[src/rtl/instr_fetch_queue.sv]
// rtl/instr_fetch_queue.sv - byte-to-instruction assembler feeding an instruction FIFO
//
// Pairs loader bytes (low byte first) into 16-bit instructions and queues them
// for the core.
//   clk, rst_n        clock, asynchronous active-low reset
//   byte_in/valid     loader byte stream; byte_ready is the backpressure
//   flush             synchronous discard of queued and partially assembled words
//   inst_out/valid    head-of-queue instruction; inst_ready pops it
//   count             complete instructions queued
//   issued            instructions popped since reset/flush, modulo 256
module instr_fetch_queue #(
    parameter int DEPTH = 4
) (
    input  logic                       clk,
    input  logic                       rst_n,
    input  logic [7:0]                 byte_in,
    input  logic                       byte_valid,
    output logic                       byte_ready,
    input  logic                       flush,
    output logic [15:0]                inst_out,
    output logic                       inst_valid,
    input  logic                       inst_ready,
    output logic [$clog2(DEPTH):0]     count,
    output logic [7:0]                 issued
);

    localparam int AW = $clog2(DEPTH);
    localparam logic [AW:0] FULL = (AW+1)'(DEPTH);

    typedef enum logic {
        LOW  = 1'b0,
        HIGH = 1'b1
    } state_t;

    state_t         state;
    state_t         state_next;
    logic [7:0]     staging;
    logic [15:0]    mem [DEPTH];
    logic [AW-1:0]  wr_ptr;
    logic [AW-1:0]  rd_ptr;
    logic           byte_xfer;
    logic           push;
    logic           pop;

    assign inst_valid = (count != '0);
    assign inst_out   = mem[rd_ptr];
    assign pop        = inst_valid && inst_ready;
    assign byte_xfer  = byte_valid && byte_ready;
    assign push       = byte_xfer && (state == HIGH);

    // A full queue still takes the high byte when the head leaves on the same
    // edge; the slot being freed is the one the write pointer lands on next.
    always_comb begin
        state_next = state;
        byte_ready = 1'b0;
        case (state)
            LOW:  byte_ready = rst_n && !flush;
            HIGH: byte_ready = rst_n && !flush && ((count != FULL) || pop);
            default: byte_ready = 1'b0;
        endcase
        if (flush) begin
            state_next = LOW;
        end else if (byte_xfer) begin
            state_next = (state == LOW) ? HIGH : LOW;
        end
    end

    always_ff @(posedge clk or negedge rst_n) begin
        if (!rst_n) begin
            state   <= LOW;
            staging <= '0;
            wr_ptr  <= '0;
            rd_ptr  <= '0;
            count   <= '0;
            issued  <= '0;
        end else begin
            state <= state_next;
            if (flush) begin
                wr_ptr <= '0;
                rd_ptr <= '0;
                count  <= '0;
                issued <= '0;
            end else begin
                if (byte_xfer && (state == LOW)) begin
                    staging <= byte_in;
                end
                if (push) begin
                    wr_ptr <= wr_ptr + AW'(1);
                end
                if (pop) begin
                    rd_ptr <= rd_ptr + AW'(1);
                    issued <= issued + 8'd1;
                end
                case ({push, pop})
                    2'b10:   count <= count + (AW+1)'(1);
                    2'b01:   count <= count - (AW+1)'(1);
                    default: count <= count;
                endcase
            end
        end
    end

    // Storage is never cleared; only pointers and count define what is valid.
    always_ff @(posedge clk) begin
        if (push) begin
            mem[wr_ptr] <= {byte_in, staging};
        end
    end

endmodule

[config.mk]
export PLATFORM = sky130hd
export DESIGN_NAME = instr_fetch_queue
export DESIGN_NICKNAME = d
export VERILOG_FILES = /design/src/rtl/instr_fetch_queue.sv
export SDC_FILE = /design/constraint.sdc
export NUM_CORES = 1
export LEC_CHECK = 0
export ABC_AREA = 1
export BUFFER_PORTS_ARGS = -buffer_cell sky130_fd_sc_hd__buf_4
export CORE_MARGIN = 2
export CORE_UTILIZATION = 50
export DETAILED_ROUTE_END_ITERATION = 8
export MAX_ROUTING_LAYER = met4
export PLACE_DENSITY_LB_ADDON = 0.15
export SYNTH_ARGS = -nofsm -noshare
export SYNTH_HDL_FRONTEND = slang
export SYNTH_SLANG_ARGS = --single-unit
[constraint.sdc]
create_clock -name clk -period 3.6 [get_ports clk]
set_input_delay 0.18 -clock clk [delete_from_list [all_inputs] [get_ports clk]]
set_output_delay 0.18 -clock clk [all_outputs]
set_load 0.03 [all_outputs]
==> impl_metrics.yaml <==
pwr:
  p_sw_uw: 860
  combPwrFrac_pct: 26.2
  seqPwrFrac_pct: 45.0
  power_frac_clock_pct: 28.8
  pwr_density_cell_nw_per_um2: 624
  cell_internal_pwr_uw: 1850
  p_leak_uw: 0.00172
  sw_frac_of_total_pct: 31.7
  ir_worst_vdd_mv: 0.425
outcome:
  status: "finished clean"
logic_synthesis:
  synthesis.nets: 321
  yosysWarnings: 0
  yosysUniqueCellTypes: 30
  ys_ff_latch: 88
  synth_area_um2: 3670
  syn_inst: 302
  avgSynthCellArea_um2: 12.1
  synth-seq-area-share_pct: 68.8
timing:
  fmax_ghz: 0.465
  holdWs_ns: 0.0449
  setup_violations: 0
  fin_crit_sh_pct: 59.7
  drv_slew: 0
  rsz0062_at_grt: "no"
  tightest_slew_ns: 0.938
  post-route-min-period_ns: 2.15
  skew_ns: 0.00486
  tns_ns: 0
  slew_headroom_pct: 37.4
  hold_viol_final: 0
clock_tree:
  cts_tree: "yes"
  clk_pin_slew_worst_paths_ns: 0.08
  cts_root_buf: "clkbuf_8"
  clock_sinks: 88
  cts_setup_buffers: 0
  clockBufferDepth: 2
  cts_buffers: 9
  cts.htree.levels: 3
  insertion_delay_ns: 0.34
finish:
  multi_input_area_um2: 1010
  final_cells: 454
  area_growth_pct: 18.5
  final_cell_mix: "edfxtp_1 (64), buf_4 (46), nor2_1 (45)"
  register_area_um2: 2520
  fillCellCount: 579
  final_common_cell: "edfxtp_1"
  fin_util_pct: 60.5
  num_antenna_cells: 0
  drive_gt1_share_pct: 23.4
  finalNetCount: 369
grt:
  grt_pass1_wl_um: 10700
  grt_pass1_vias: 2201
  antenna_found_initial: 0
  grt_max_degree: 34
  grtUsageTotal_pct: 19.0
  grt.overflow.total: 0
floorplanning:
  start_util_pct: 51.1
  dieWidth_um: 89.6
  die_area_um2: 8040
  rows: 31
  core_area_um2: 7180
  die_h_um: 89.6
  io_pins: 42
worst_setup_path:
  crit_type: "reg2out"
  r2r_start: "count[0]"
  endpoint_kind: "output pin"
  startpoint: "rd_ptr[0]"
  path_max_fanout: 33
  critical_path_required_ns: 3.42
  worstPathArrival_ns: 1.97
  cp-start-kind: "flip-flop"
detailed_routing:
  drc: 0
  vias_per_cell: 5.09
  drtIter0Drc: 105
  ant_nets: 0
  wl_um: 6810
  vias: 2311
  m1WireLength_um: 3070
  firstDrtPassIters: 4
  met2_length_um: 3420
  highest_layer: "met4"
  drt-wirelength-per-cell_um: 15.0
  wl_met3_um: 228
placed_design:
  dp.cells: 437
  dp_hpwl_um: 4320
  place_congestion: 0.839
  numPortBuffers: 41
min_path:
  worstHoldStart: "byte_in[0]"
  holdCritPathClass: "in2reg"
run:
  cap_violations: 0
==> what timing repair did <==
action,CTS,global route
hold buffers,1,0
hold endpoints to repair,24,0
resized for setup,0,0
==> state kept, by name, indices dropped and copies added (netlist names) <==
signal   flops
mem         64
issued       8
staging      8
count        3
rd_ptr       2
wr_ptr       2
state        1
==> Yosys cell counts <==
cell / count / area [um^2]
nand4_4: 1 / 21.3
ha_1: 5 / 62.6
dfrtp_1: 24 / 601
a21oi_4: 1 / 16.3
o21bai_1: 1 / 7.51
o31ai_4: 1 / 21.3
nand2_1: 34 / 128
nand3_1: 6 / 30.0
nand3_2: 1 / 10.0
nor2_1: 45 / 169
inv_2: 3 / 11.3
clkbuf_1: 6 / 22.5
nor2_4: 1 / 11.3
nor2_2: 2 / 12.5
clkinv_2: 1 / 5.00
fa_1: 1 / 20.0
nand4_1: 3 / 18.8
mux2_2: 8 / 90.1
nand2_4: 1 / 11.3
o21ai_0: 35 / 175
o22ai_1: 16 / 100
buf_2: 4 / 20.0
edfxtp_1: 64 / 1920
inv_1: 21 / 78.8
a21oi_1: 6 / 30.0
xnor2_1: 3 / 26.3
nor3_1: 2 / 10.0
o21ai_1: 4 / 20.0
nand2_2: 1 / 6.26
nor3_2: 1 / 10.0
==> final timing paths <==
check,slack (ns),cells after the start,to
setup / recovery,1.45,4,inst_out[9]
hold / removal,0.04,1,mem[0][8]
setup reg to reg,1.68,11,count[2]
max in group asynchronous,3.05,2,staging[4]
min in group asynchronous,0.28,2,state
hold reg to reg,0.52,0,mem[3][6]
==> metal layers <==
layer | GRT usage, % | vias to the layer above
met5 | - | -
met4 | 7.06 | 0
met3 | 4.11 | 7
met2 | 31.2 | 50
met1 | 23.2 | 1098
li1 | - | 1156
==> cell type report <==
type,instances,area share [%]
Clock inverter,4,1.70
Clock buffer,12,3.83
Tap cell,99,2.85
Sequential cell,88,58.1
Multi-Input combinational cell,179,23.2
Inverter,25,2.19
Timing Repair Buffer,47,8.18
==> stage by stage <==
| step | power (uW) | cell area (um^2) | setup WS (ns) |
|---|---|---|---|
| 2_1_floorplan | 1710 | 3670 | 1.53 |
| 3_3_place_gp | 1940 | 4090 | 1.70 |
| 3_5_place_dp | 1950 | 4090 | 1.66 |
| 4_1_cts | 2740 | 4340 | 1.41 |
| 5_1_grt | 2840 | 4340 | 1.25 |
| 6_report | 2710 | 4340 | 1.45 |
==> worst max-delay path, cell delays in order (launching register included) <==
cell     delay, ns
dfrtp_1       0.38
inv_1         0.68
o21ai_0       0.19
o22ai_1       0.18
buf_4         0.19
==> power by group through the flow <==
| stage | clock, uW | sequential [uW] | combinational, uW |
|---|---|---|---|
| global route | 843 | 1230 | 771 |
| floorplan | 0 | 1260 | 452 |
| detailed placement | 0 | 1240 | 713 |
| CTS | 799 | 1220 | 717 |
| global placement | 0 | 1240 | 705 |
| finish | 782 | 1220 | 710 |
==> cell families (layout without fill, tap and decap cells) <==
family | Yosys count | in the layout | share of synthesized area (%)
buf+inv | 35 | 88 | 3.75
mux | 8 | 8 | 2.46
flops | 88 | 88 | 68.8
simple gates | 98 | 98 | 11.9
xor+xnor | 3 | 3 | 0.717
compound gates | 64 | 64 | 10.1
fa+ha+maj | 6 | 6 | 2.25
(Power assumes the default switching activity.)
